===== src/rtl/pwm_pkg.sv =====
// Shared definitions for the PWM generator / duty meter pair.
package pwm_pkg;

  // Both ends of a PWM link use these widths so duty codes mean the same thing.
  localparam int unsigned DefaultCntW  = 16;
  localparam int unsigned DefaultDutyW = 10;

  // Duty meter measurement FSM.
  typedef enum logic [0:0] {
    StIdle,
    StMeas
  } meas_state_e;

endpackage


===== src/rtl/pwm_div.sv =====
// Sequential restoring divider producing a DUTY_W-bit quotient of num / den.
// The upper CNT_W bits of num are expected to be below den, so only DUTY_W
// quotient bits are generated; anything else saturates to all ones.
module pwm_div
  import pwm_pkg::*;
#(
  parameter int unsigned CNT_W  = DefaultCntW,
  parameter int unsigned DUTY_W = DefaultDutyW
) (
  input  logic                    clk,
  input  logic                    rst,
  input  logic                    start,
  input  logic [CNT_W+DUTY_W-1:0] num,
  input  logic [CNT_W-1:0]        den,
  output logic [DUTY_W-1:0]       quotient,
  output logic                    done,
  output logic                    busy
);

  localparam int unsigned IterW = (DUTY_W > 1) ? $clog2(DUTY_W) : 1;
  localparam logic [IterW-1:0] LastIter = IterW'(DUTY_W - 1);

  logic              busy_q;
  logic              sat_q;
  logic [IterW-1:0]  iter_q;
  logic [CNT_W-1:0]  rem_q;
  logic [CNT_W-1:0]  den_q;
  logic [DUTY_W-1:0] low_q;
  logic [DUTY_W-1:0] quo_q;

  logic [CNT_W:0]    rem_sh;
  logic              q_bit;
  logic [CNT_W-1:0]  rem_nx;
  logic [DUTY_W-1:0] quo_nx;
  logic [DUTY_W-1:0] low_nx;
  logic [CNT_W-1:0]  num_hi;

  assign num_hi = num[CNT_W+DUTY_W-1:DUTY_W];

  // One restoring step: shift in the next numerator bit, subtract if it fits.
  always_comb begin
    rem_sh = {rem_q, low_q[DUTY_W-1]};
    q_bit  = (rem_sh >= {1'b0, den_q});
    rem_nx = q_bit ? CNT_W'(rem_sh - {1'b0, den_q}) : rem_sh[CNT_W-1:0];
    quo_nx = (quo_q << 1) | DUTY_W'(q_bit);
    low_nx = low_q << 1;
  end

  assign done     = busy_q && (iter_q == LastIter);
  assign quotient = sat_q ? {DUTY_W{1'b1}} : quo_nx;
  assign busy     = busy_q;

  // Operand load on start, then one quotient bit per cycle.
  always_ff @(posedge clk or posedge rst) begin
    if (rst) begin
      busy_q <= 1'b0;
      sat_q  <= 1'b0;
      iter_q <= '0;
      rem_q  <= '0;
      den_q  <= '0;
      low_q  <= '0;
      quo_q  <= '0;
    end else if (start && !busy_q) begin
      busy_q <= 1'b1;
      sat_q  <= (num_hi >= den);
      iter_q <= '0;
      rem_q  <= (num_hi >= den) ? '0 : num_hi;
      den_q  <= den;
      low_q  <= num[DUTY_W-1:0];
      quo_q  <= '0;
    end else if (busy_q) begin
      rem_q  <= rem_nx;
      low_q  <= low_nx;
      quo_q  <= quo_nx;
      iter_q <= iter_q + IterW'(1);
      if (done) begin
        busy_q <= 1'b0;
      end
    end
  end

endmodule


===== src/rtl/pwm_duty_meter.sv =====
// Measures high time and period of an external PWM waveform and converts them
// to a duty code on the generator's 0 .. 2^DUTY_W-1 scale.
module pwm_duty_meter
  import pwm_pkg::*;
#(
  parameter int unsigned CNT_W  = DefaultCntW,
  parameter int unsigned DUTY_W = DefaultDutyW
) (
  input  logic              clk,
  input  logic              rst,
  input  logic              pwm_in,
  output logic [CNT_W-1:0]  high_cnt,
  output logic [CNT_W-1:0]  period_cnt,
  output logic [DUTY_W-1:0] duty,
  output logic              valid,
  output logic              stuck,
  output logic              busy
);

  localparam logic [CNT_W-1:0]  CntMax  = {CNT_W{1'b1}};
  localparam logic [CNT_W-1:0]  CntOne  = CNT_W'(1);
  localparam logic [DUTY_W-1:0] DutyMax = {DUTY_W{1'b1}};

  logic sync_q, s_q, s_d_q;
  logic rise;

  meas_state_e      state_q;
  logic [CNT_W-1:0] acc_p_q, acc_h_q;
  logic [CNT_W-1:0] h_op_q, p_op_q;

  logic res_valid_q;
  logic stuck_pend_q;
  logic stuck_lvl_q;

  logic              close_evt, start, timeout, stuck_req, stuck_lvl;
  logic              div_done, div_busy;
  logic [DUTY_W-1:0] div_quo;

  assign rise      = s_q & ~s_d_q;
  // Busy spans the result cycle too, so a close landing there is dropped.
  assign busy      = div_busy | res_valid_q;
  assign close_evt = (state_q == StMeas) && rise;
  assign start     = close_evt && !busy;
  assign timeout   = (state_q == StMeas) && !rise && (acc_p_q == CntMax);
  assign stuck_req = timeout | stuck_pend_q;
  assign stuck_lvl = timeout ? s_q : stuck_lvl_q;

  // Two-flop synchronizer plus one delay stage for edge detection.
  always_ff @(posedge clk or posedge rst) begin
    if (rst) begin
      sync_q <= 1'b0;
      s_q    <= 1'b0;
      s_d_q  <= 1'b0;
    end else begin
      sync_q <= pwm_in;
      s_q    <= sync_q;
      s_d_q  <= s_q;
    end
  end

  // Measurement FSM: accumulate high time and period between rises.
  always_ff @(posedge clk or posedge rst) begin
    if (rst) begin
      state_q <= StIdle;
      acc_p_q <= '0;
      acc_h_q <= '0;
      h_op_q  <= '0;
      p_op_q  <= '0;
    end else begin
      unique case (state_q)
        StIdle: begin
          if (rise) begin
            acc_p_q <= CntOne;
            acc_h_q <= CntOne;
            state_q <= StMeas;
          end
        end
        StMeas: begin
          if (rise) begin
            if (start) begin
              h_op_q <= acc_h_q;
              p_op_q <= acc_p_q;
            end
            acc_p_q <= CntOne;
            acc_h_q <= CntOne;
          end else if (acc_p_q == CntMax) begin
            state_q <= StIdle;
          end else begin
            acc_p_q <= acc_p_q + CntOne;
            if (s_q) begin
              acc_h_q <= acc_h_q + CntOne;
            end
          end
        end
        default: state_q <= StIdle;
      endcase
    end
  end

  pwm_div #(
    .CNT_W  (CNT_W),
    .DUTY_W (DUTY_W)
  ) u_div (
    .clk      (clk),
    .rst      (rst),
    .start    (start),
    .num      ({acc_h_q, {DUTY_W{1'b0}}}),
    .den      (acc_p_q),
    .quotient (div_quo),
    .done     (div_done),
    .busy     (div_busy)
  );

  // Result registers; a stuck report waits until any running divide has reported.
  always_ff @(posedge clk or posedge rst) begin
    if (rst) begin
      high_cnt     <= '0;
      period_cnt   <= '0;
      duty         <= '0;
      valid        <= 1'b0;
      stuck        <= 1'b0;
      res_valid_q  <= 1'b0;
      stuck_pend_q <= 1'b0;
      stuck_lvl_q  <= 1'b0;
    end else begin
      valid       <= 1'b0;
      res_valid_q <= 1'b0;
      if (timeout) begin
        stuck_lvl_q <= s_q;
      end
      if (div_done) begin
        high_cnt    <= h_op_q;
        period_cnt  <= p_op_q;
        duty        <= div_quo;
        stuck       <= 1'b0;
        valid       <= 1'b1;
        res_valid_q <= 1'b1;
        if (stuck_req) begin
          stuck_pend_q <= 1'b1;
        end
      end else if (stuck_req && !div_busy) begin
        duty         <= stuck_lvl ? DutyMax : '0;
        stuck        <= 1'b1;
        valid        <= 1'b1;
        stuck_pend_q <= 1'b0;
      end else if (stuck_req) begin
        stuck_pend_q <= 1'b1;
      end
    end
  end

endmodule


===== config.mk =====
export PLATFORM = sky130hd
export DESIGN_NAME = pwm_duty_meter
export DESIGN_NICKNAME = d
export VERILOG_FILES = /design/src/rtl/pwm_pkg.sv /design/src/rtl/pwm_div.sv /design/src/rtl/pwm_duty_meter.sv
export SDC_FILE = /design/constraint.sdc
export NUM_CORES = 1
export LEC_CHECK = 0
export BUFFER_PORTS_ARGS = -buffer_cell sky130_fd_sc_hd__buf_2
export CAP_MARGIN = 20
export CORE_UTILIZATION = 61
export DETAILED_ROUTE_END_ITERATION = 8
export PLACE_DENSITY = 0.8
export RECOVER_POWER = 25
export SYNTH_ARGS = -nofsm -noshare
export SYNTH_HDL_FRONTEND = slang
export SYNTH_SLANG_ARGS = --single-unit
export TNS_END_PERCENT = 5

===== constraint.sdc =====
create_clock -name clk -period 6.2 [get_ports clk]
set_clock_uncertainty 0.05 [all_clocks]
set_input_delay 1.24 -clock clk [delete_from_list [all_inputs] [get_ports clk]]
set_output_delay 1.24 -clock clk [all_outputs]
set_load 0.005 [all_outputs]

After elaboration in Yosys (flattened, before gate mapping)
Cells that the tools add are included. W data, S select, Z words.

Add/subtract/negate cells: 4. Mux-type cells: 38. Bitwise gates (word level): 6. Eq/ne operators: 5. $lt $le $gt $ge: 2. Reductions and logical operators: 15.

Operators by type and width (number): $mux W16 (10); $pmux W16 S2 (2); $mux W10 (6); $add A16 B1 Y16 const B (2); $mux W9 (2); $ge A17 B16 Y1 (1); $eq A16 B16 Y1 const B (1); $ge A16 B16 Y1 (1); $sub A16 B16 Y16 (1); $mux W1 (15); $or A10 B1 Y10 (1); $mux W4 (2); $logic_and A1 B1 Y1 (7); $ne A3 B3 Y1 const B (2); $reduce_and A3 Y1 (2); $add A4 B1 Y4 const B (1); $eq A4 B4 Y1 const B (1); $reduce_bool A2 Y1 (2); $logic_not A1 Y1 (3); $ne A2 B2 Y1 const B (1); $not A1 Y1 (2); $or A1 B1 Y1 (2); $pmux W1 S2 (1); $reduce_and A2 Y1 (1); $and A1 B1 Y1 (1).

Bits of input ports: 3. Bits in registers: 172. Logic and storage cells: 93.

Logic depth before layout (Yosys ltp)
Gate-level depths: netlist (run 1).

Depth after elaboration: 9. Mapped depth: 11.

By module
A second synthesis (run 1) with hierarchy kept.

Cells, all modules: 879. Area total of the unflattened synthesis: 8627.0 sq um.

By module, submodules not included: pwm_duty_meter (sequential area each 2877.8 sq um, cells each 452, area an instance 4863.4 sq um, instances 1); pwm_div (sequential area each 1426.4 sq um, cells each 427, area an instance 3763.6 sq um, instances 1).

Least setup slack after synthesis (run 1)
OpenSTA, ideal clock, no wires.

Path kind: register -> register. Start point: register u_div.den_q[1]. End point: register u_div.rem_q[13]. Stages on the path, launching flop included: 11. Setup time: 0.126 ns. Data arrival time: 2.215 ns. Period minus slack after synthesis: 2.391 ns. Slack: 3.809 ns. Data required time: 6.024 ns. Cell sequence: dfrtp_1 inv_1 ha_1 ha_1 nand3_1 or4_4 o21ai_4 nor3_2 buf_6 a32o_1 a221o_1.

Word-level cells in the longest chain between the ends: 4. Elaborated cells between the ends (all ways): 5. Classes of those cells: 1 x add/sub; 1 x order compare; 3 x mux.

Ends and longest elaborated chain: start: declaration (line pwm_div.sv:27) `logic [CNT_W-1:0] den_q;`; start signal: assignment (line pwm_div.sv:68) `den_q <= den;`; $sub A16 B16 Y16 / $ge A17 B16 Y1 (equally long branches) (line pwm_div.sv:44, pwm_div.sv:43); $mux W16 (*) (line pwm_div.sv:44) `rem_nx = q_bit ? CNT_W'(rem_sh - {1'b0, den_q}) : rem_sh[CNT_W-1:0];`; $mux W16 (*) (line pwm_div.sv:71) `end else if (busy_q) begin`; $mux W16 (*) (line pwm_div.sv:63) `end else if (start && !busy_q) begin`; end signal: assignment (line pwm_div.sv:67) `rem_q <= (num_hi >= den) ? '0 : num_hi;`; end signal: assignment (line pwm_div.sv:72) `rem_q <= rem_nx;`; end: declaration (line pwm_div.sv:26) `logic [CNT_W-1:0] rem_q;`.

Every way passes the cells marked *; elsewhere a longest branch is shown, timed or not. The select of a mux whose other input is x is not followed. A chain may end at the register's enable or synchronous reset.

Worst setup path after layout (run 1)
Start point: register u_div.iter_q[0]. End point: register duty[9].

Word-level cells in the longest chain between the ends: 3. Elaborated cells between the ends (all ways): 4. Classes of those cells: 1 x eq/ne; 1 x mux; 2 x reduce/logical.

Ends and longest elaborated chain: start: declaration (line pwm_div.sv:25) `logic [IterW-1:0] iter_q;`; start signal: assignment (line pwm_div.sv:75) `iter_q <= iter_q + IterW'(1);`; $eq A4 B4 Y1 (*) (line pwm_div.sv:49) `assign done = busy_q && (iter_q == LastIter);`; $logic_and A1 B1 Y1 (*) (line pwm_div.sv:49); $mux W10 / $reduce_bool A2 Y1 (equally long branches); end signal: assignment (line pwm_duty_meter.sv:134) `duty <= div_quo;`; end signal: assignment (line pwm_duty_meter.sv:142) `duty <= stuck_lvl ? DutyMax : '0;`; end: declaration (line pwm_duty_meter.sv:14) `output logic [DUTY_W-1:0] duty,`.

Every way passes the cells marked *; elsewhere a longest branch is shown, timed or not.

==> results.yml, run 1 <==
status:
  status: "finished, violations left"
  violations: "max-capacitance violations, max-slew violations"
floorplan:
  fp.dieW_um: 116.5
  die-area_um2: 13580
  coreArea_um2: 12720
  initial_utilization: 0.6290
  die_h_um: 116.5
  num_rows: 41
  io_pins: 48
clocking:
  root_buffer: "clkbuf_16"
  cts.sinks: 162
  clockBufferDepth: 2
  cts.repair.resized: 0
  cts_tree: "done"
  cts_buffers: 17
  insertion_delay_ns: 0.43
  cts_max_level: 4
  clk_pin_slew_ns: 0.06
  hold_buffers: 0
  cts_setup_buffers: 0
logic_synthesis:
  ys_warn_count: 0
  async_flop_share: 1.000
  syn_area_per_cell_um2: 9.115
  ys_seq_elements: 162
  synthAdderAreaFrac: 0.05879
  yosys.cell_types.count: 74
  seq_area_frac_synth: 0.5066
  synth_top_family_by_area: "simple AND/OR/NAND/NOR gates"
  synth_edf_count: 0
  synth_ff_type: "dfrtp_1"
  synth_xor_area_frac: 0.03064
  synth_nets: 918
  synth_simple_gate_area_frac: 0.2236
  netlist_area_um2: 8003
  netlist_instances: 878
  synth-compound-area-share: 0.1313
  synthMuxAreaShare: 0.003752
setup_path:
  crit_chain: "ha_1 > nand2_1 > nor2_1 > nand2_1 > clkbuf_1 > clkinv_1 > buf_4 > a21oi_2 > o21ai_0"
  crit_family: "buffers and inverters"
  crit_slowest_cell: "clkbuf_1"
  crit_path_frequent_cell: "nand2_1"
  cp.buffers_inverters: 3
  r2r_slack_ns: 2.42
  startpoint_type: "register"
  cp.required_ns: 6.43
  critPathKind: "reg2reg"
  max_stage_delay_ns: 1.16
  crit_fanout: 37
  critPathCaptureType: "register"
  crit_arrival_ns: 4.01
sta:
  setup_tns_ns: 0
  finalSetupViolations: 0
  relSlewSlack: -0.07484
  rsz0062_at_grt: "false"
  min_period_ns: 3.778
  finalHoldViolCount: 0
  post-route-period-util: 0.6093
  worst_slew_pin_slew_ns: 1.612
  max_clock_freq_ghz: 0.2647
  drv_slew: 38
drt:
  drt-pass1-iter-count: 5
  drcViolationCount: 0
  wl_mm: 18.38
  drtIter0Drc: 509
  num_vias: 6348
  ant_nets: 0
  post_drt_via_cell_ratio: 5.776
  routed_wire_length_per_instance_um: 16.73
layout:
  n_antenna_cell: 0
  final_nets: 957
  area_delta_synth_final_pct: 10.60
  drive_gt1_frac: 0.1133
global_routing:
  grt_util_all_layers: 0.2907
  grt_max_degree: 75
  grt_pass1_wl_mm: 29.46
  grt.overflow.total: 0
  grt_pass1_vias: 5947
  antenna_found_initial: 0
placement:
  gp_congestion: 0.8995
  place_hpwl_mm: 12.67
  port_buffers: 47
power:
  leakage_nw: 4.424
  peakVddDrop_uv: 256.1
  power.total_mw: 3.854
  p_per_area_nw_per_um2: 435.5
run:
  cap_violations: 1
min_path:
  hold_path.class: "reg2reg"
-- per-layer routing --
metal | GRT usage | share of wire | vias to the layer above
li1 | - | - | 3042
met1 | 0.3956 | 0.45 | 3076
met2 | 0.4533 | 0.47 | 197
met3 | 0.08095 | 0.064 | 33
met4 | 0.09451 | 0.019 | 0
met5 | 0 | 0 | -
-- state kept, by name, summed over array words and instances, names as in the netlist, 4 cells and up, named ones only --
signal	count
p_op_q	16
u_div.iter_q	4
u_div.den_q	16
u_div.rem_q	16
h_op_q	16
period_cnt	16
acc_h_q	16
u_div.quo_q	9
high_cnt	16
acc_p_q	16
duty	10
-- metrics by stage --
stage	cells	setup WS [ns]	hold WS, ns	instance area [um2]	util
finish	1099	2.422	0.3020	8851	0.6957
global route	1099	2.069	0.3133	8851	0.6957
CTS	1099	2.805	0.3077	8879	0.6979
detailed placement	1070	2.821	0.2942	8323	0.6542
global placement	1070	2.917	0.2953	8323	0.6542
floorplan	878	0.5334	0.2812	8003	-
-- path summary, 6_finish.rpt --
check / endpoint / cells after the start / start
setup / recovery: duty[9] / 9 / u_div.iter_q[0]
hold / removal: s_q / 0 / sync_q
setup reg to reg: duty[9] / 9 / u_div.iter_q[0]
hold reg to reg: s_q / 0 / sync_q
max in group asynchronous: s_q / 3 / rst
min in group asynchronous: period_cnt[15] / 2 / rst
-- final cells by class --
type / instances / area, um2
clock inverter: 10 / 112.6
sequential: 162 / 4054
multi-input combinational: 636 / 3568
inverter: 46 / 173.9
timing repair buffer: 54 / 284.0
fill: 1015 / 3871
clock buffer: 19 / 442.9
tap: 172 / 215.2
-- worst register-to-register path, stage by stage (launching register included) --
cell	delay, ns
dfrtp_1	0.42
ha_1	0.21
nand2_1	0.06
nor2_1	0.04
nand2_1	0.06
clkbuf_1	1.16
clkinv_1	0.67
buf_4	0.40
a21oi_2	0.37
o21ai_0	0.19
-- cell families after synthesis --
| family | Yosys count |
|---|---|
| fa+ha+maj | 37 |
| flops | 162 |
| xor+xnor | 28 |
| compound gates | 158 |
| simple gates | 410 |
| mux | 3 |
| buf+inv | 80 |
-- cell usage after synthesis, drive strengths merged (3+ instances only) --
library cell | number | share of area
o22ai | 3 | 0.0023
dfrtp | 162 | 0.51
mux2i | 3 | 0.0038
nand2b | 6 | 0.0047
inv | 45 | 0.021
a211o | 5 | 0.0058
xor2 | 6 | 0.0066
nand4 | 16 | 0.013
a21o | 6 | 0.0056
a211oi | 11 | 0.011
a221o | 6 | 0.0077
a21oi | 26 | 0.017
and3 | 5 | 0.0039
buf | 12 | 0.012
nand3 | 31 | 0.020
or3 | 5 | 0.0045
nor3 | 17 | 0.013
a22o | 6 | 0.0067
clkbuf | 22 | 0.012
o21bai | 3 | 0.0028
o21ai | 64 | 0.042
o21a | 9 | 0.0084
nor2 | 54 | 0.027
o31ai | 4 | 0.0055
or4 | 3 | 0.0033
nor4 | 3 | 0.0042
xnor2 | 22 | 0.024
ha | 36 | 0.056
nand2 | 261 | 0.12
-- cells in the final DEF, fill, tap and decap left out, drive strengths merged, types with 9 or more instances in the layout --
master	n
nand2	261
dfrtp	162
o21ai	64
nor2	54
buf	53
inv	45
ha	36
nand3	31
a21oi	26
xnor2	22
clkbuf	20
nor3	17
nand4	16
a211oi	11
o21a	9
-- where the power goes --
part           internal, mW  leakage (nW)  switching (mW)  total (mW)
Sequential             1.27          2.15           0.173        1.44
Combinational         0.598          2.00           0.809        1.41
Clock                 0.595         0.271           0.411        1.01
Note: power is estimated with default switching activity, not from simulation.
==> run 2: changes to the inputs <==
clock period = 3.6 ns   (was 6.2 ns; I/O delays follow)
==> results.yml, run 2 (same netlist as run 1, synthesis figures left out) <==
sta:
  max_clock_freq_ghz: 0.3284
  whs_ns: 0.2988
  finalSetupViolations: 0
  worst_slew_pin_slew_ns: 2.182
  rsz0062_at_grt: "false"
  relSlewSlack: -0.4546
  fin_ws_ns: 0.5547
  drv_slew: 163
  post-route-period-util: 0.8459
  finalHoldViolCount: 0
  setup_tns_ns: 0
  min_period_ns: 3.045
floorplan:
  die_h_um: 116.5
  initial_utilization: 0.6290
  fp.dieW_um: 116.5
  die-area_um2: 13580
  io_pins: 48
  coreArea_um2: 12720
  num_rows: 41
status:
  status: "finished, violations left"
  violations: "max-capacitance violations, max-slew violations"
power:
  swShare: 0.3701
  internal_power_mw: 4.200
  power.total_mw: 6.667
  leakage_nw: 4.479
  peakVddDrop_uv: 335.7
  p_switching_mw: 2.468
  seqPwrFrac: 0.372
  p_comb_frac: 0.371
  p_per_area_nw_per_um2: 745.0
  clkPwrFrac: 0.257
global_routing:
  grt.overflow.total: 0
  grt_pass1_vias: 6205
  grt_util_all_layers: 0.3104
  grt_pass1_wl_mm: 31.51
  antenna_found_initial: 0
  grt_max_degree: 163
min_path:
  whs_endpoint: "s_q"
  hold_path.class: "reg2reg"
  whs_path_depth: 0
  min_from: "sync_q"
setup_path:
  ff2ff_path_depth: 9
  rr_startpoint: "acc_p_q[10]"
  startpoint: "acc_p_q[10]"
  cp.required_ns: 3.92
  critPathCaptureType: "register"
  r2r_slack_ns: 0.55
  startpoint_type: "register"
  crit_fanout: 15
  crit_arrival_ns: 3.36
  timing.rr.end: "u_div.rem_q[9]"
  critPathKind: "reg2reg"
clocking:
  clk_pin_slew_ns: 0.06
  clockBufferDepth: 2
  hold_buffers: 0
  cts_buffers: 17
  cts_tree: "done"
  cts.repair.resized: 0
  cts_max_level: 4
  root_buffer: "clkbuf_16"
  insertion_delay_ns: 0.43
  cts.sinks: 162
  cts_setup_buffers: 0
layout:
  mostFrequentLayoutCells: "nand2_1, dfrtp_1, o21ai_0"
  area_delta_synth_final_pct: 11.84
  final_common_cell: "nand2_1"
  fillerInstances: 1038
  multi_input_area_um2: 3586
  final_nets: 966
  regArea_um2: 4054
  drive_gt1_frac: 0.1247
  n_antenna_cell: 0
drt:
  ant_nets: 0
  routed_wire_length_per_instance_um: 17.57
  drtIter0Drc: 527
  post_drt_via_cell_ratio: 5.924
  num_vias: 6576
  drt-pass1-iter-count: 5
  wl_mm: 19.50
  drcViolationCount: 0
placement:
  gp_congestion: 0.8966
  place_hpwl_mm: 13.27
  port_buffers: 47
  pre_cts_ws_ns: 0.7003
run:
  cap_violations: 1
-- run 2: changes by cell type in the layout (fill, tap and decap cells not counted), sizes merged --
cell      before  now
bufinv         2    1
clkbuf        20   22
inv           45   47
clkinv         6    4
buf           53   61
clkinvlp       3    5
-- run 2: area by class of cell --
cell class / count / area share
Sequential cell: 162 / 0.4530
Multi-Input combinational cell: 636 / 0.4007
Clock buffer: 20 / 0.04991
Timing Repair Buffer: 63 / 0.04096
Tap cell: 172 / 0.02405
Inverter: 46 / 0.01971
Clock inverter: 11 / 0.01174
-- run 2: per-stage QoR --
step / utilization / instance area [um2] / cells
after floorplan: - / 8006 / 878
after global placement: 0.6606 / 8404 / 1078
after detailed placement: 0.6606 / 8404 / 1078
after CTS: 0.7040 / 8956 / 1109
after global routing: 0.7035 / 8950 / 1110
final: 0.7035 / 8950 / 1110
-- run 2: power groups by stage --
stage	Combinational [mW]	Clock [mW]	Sequential, mW
3_3_place_gp	2.37	0	2.49
4_1_cts	2.45	1.72	2.47
2_1_floorplan	1.95	0	2.43
6_report	2.47	1.72	2.48
5_1_grt	2.74	1.80	2.53
3_5_place_dp	2.43	0	2.50
-- run 2: how the worst max path moves through the flow --
stage	to	slack [ns]	cells after the start
floorplan	async pin	0.77	1
finish	u_div.rem_q[9]	0.55	9
global route	u_div.rem_q[9]	0.28	9
CTS	u_div.rem_q[9]	0.55	9
global placement	acc_h_q[10]	0.77	8
detailed placement	u_div.rem_q[9]	0.70	9
-- run 2: layer usage --
layer / wire length [um] / global-route usage / share of wire
met5: 0 / 0 / 0
met4: 755 / 0.1586 / 0.039
met3: 1427 / 0.07369 / 0.073
met1: 8278 / 0.4109 / 0.42
met2: 9037 / 0.4797 / 0.46
-- run 2: worst max-delay path, cell delays in order, from the launching register on --
cell       delay (ns)
dfrtp_1          0.46
inv_1            0.10
ha_1             0.34
a21oi_1          0.19
a211oi_1         0.10
a2111oi_0        0.57
nand3_1          0.20
nor2_2           0.59
a22o_2           0.27
a221o_1          0.11
==> run 3: changes to the inputs <==
clock period = 2.9 ns   (was 3.6 ns; I/O delays follow)
==> results.yml, run 3 (same netlist as run 1, synthesis figures left out) <==
status:
  status: "finished, violations left"
  violations: "max-capacitance violations"
floorplan:
  die_h_um: 116.5
  fp.dieW_um: 116.5
  coreArea_um2: 12720
  num_rows: 41
  io_pins: 48
  die-area_um2: 13580
  initial_utilization: 0.6290
min_path:
  min_from: "pwm_in"
  whs_path_depth: 1
  hold_path.class: "in2reg"
  whs_endpoint: "sync_q"
run:
  cap_violations: 1
global_routing:
  grt.overflow.total: 0
  grt_pass1_wl_mm: 31.76
  grt_pass1_vias: 6222
  grt_util_all_layers: 0.3172
  grt_max_degree: 43
  antenna_found_initial: 0
placement:
  place_inst: 1095
  pre_cts_ws_ns: 0.2899
  gp_congestion: 0.8917
  port_buffers: 47
  place_hpwl_mm: 13.90
layout:
  area_delta_synth_final_pct: 14.32
  final_cells: 1127
  finish.utilization: 0.7191
  n_antenna_cell: 0
  final_common_cell: "nand2_1"
  mostFrequentLayoutCells: "nand2_1, dfrtp_1, o21ai_0"
  drive_gt1_frac: 0.1424
  regArea_um2: 4054
  fillerInstances: 1000
  multi_input_area_um2: 3586
  final_nets: 982
sta:
  finalHoldViolCount: 0
  min_period_ns: 2.649
  worst_slew_pin_slew_ns: 1.463
  relSlewSlack: 0.01901
  setup_tns_ns: 0
  drv_slew: 0
  rsz0062_at_grt: "false"
  max_clock_freq_ghz: 0.3775
  finalSetupViolations: 0
  whs_ns: 0.2009
  fin_ws_ns: 0.2508
  post-route-period-util: 0.9135
drt:
  num_vias: 6533
  drt-pass1-iter-count: 6
  ant_nets: 0
  wl_mm: 19.71
  drtIter0Drc: 583
  drcViolationCount: 0
  post_drt_via_cell_ratio: 5.797
  routed_wire_length_per_instance_um: 17.49
setup_path:
  crit_arrival_ns: 2.92
  ff2ff_path_depth: 10
  rr_startpoint: "u_div.den_q[1]"
  timing.rr.end: "u_div.rem_q[12]"
  crit_fanout: 9
  critPathKind: "reg2reg"
  critPathCaptureType: "register"
  cp.required_ns: 3.17
  r2r_slack_ns: 0.25
  startpoint_type: "register"
clocking:
  root_buffer: "clkbuf_16"
  clk_pin_slew_ns: 0.07
  clockBufferDepth: 2
  cts_max_level: 4
  cts_buffers: 17
  cts_tree: "done"
  insertion_delay_ns: 0.44
  hold_buffers: 0
  cts.sinks: 162
  cts_setup_buffers: 0
  cts.repair.resized: 0
power:
  peakVddDrop_uv: 621.0
  p_per_area_nw_per_um2: 930.1
  leakage_nw: 4.603
[run 3: cell types whose count changed in the layout (fill, tap and decap cells not counted), sizes merged]
cell,change
buf,+16
bufinv,+2
clkbuf,-2
clkinv,+2
clkinvlp,-3
inv,+2
[run 3: stage by stage]
stage | area, um2 | power [mW]
2_1_floorplan | 8006 | 5.435
3_3_place_gp | 8557 | 6.078
3_5_place_dp | 8557 | 6.149
4_1_cts | 9170 | 8.513
5_1_grt | 9149 | 9.065
6_report | 9149 | 8.509
[run 3: how the worst max path moves through the flow]
| stage | end | startpoint |
|---|---|---|
| global placement | u_div.rem_q[5] | u_div.rem_q[3] |
| floorplan | async pin | rst |
| global route | u_div.rem_q[5] | u_div.rem_q[3] |
| finish | u_div.rem_q[12] | u_div.den_q[1] |
| detailed placement | u_div.rem_q[13] | u_div.den_q[1] |
| CTS | u_div.rem_q[12] | u_div.den_q[1] |
[run 3: per-layer routing]
layer | vias up | share of wire | GRT usage
met4 | 0 | 0.033 | 0.1612
li1 | 3103 | - | -
met3 | 40 | 0.066 | 0.07006
met2 | 209 | 0.47 | 0.4970
met1 | 3181 | 0.43 | 0.4173
met5 | - | 0 | 0
[run 3: area by class of cell]
type,instances,share of cell area
clock buffers,18,0.04800
clock inverters,14,0.01901
inverters,46,0.01901
multi-input cells,636,0.3920
flip-flops and latches,162,0.4431
well taps,172,0.02352
repair buffers,79,0.05539
[run 3: where the power goes]
| group | switching (mW) | internal (mW) |
|---|---|---|
| clock | 0.950 | 1.39 |
| sequential | 0.353 | 2.71 |
| combinational | 1.76 | 1.35 |
[run 3: critical path, stage by stage (launching register included)]
cell	delay, ns
dfrtp_1	0.39
inv_1	0.08
ha_1	0.29
ha_1	0.15
nand3_1	0.08
or4_4	0.54
o21ai_4	0.21
nor3_2	0.10
buf_4	0.18
a22o_1	0.19
a211o_1	0.26
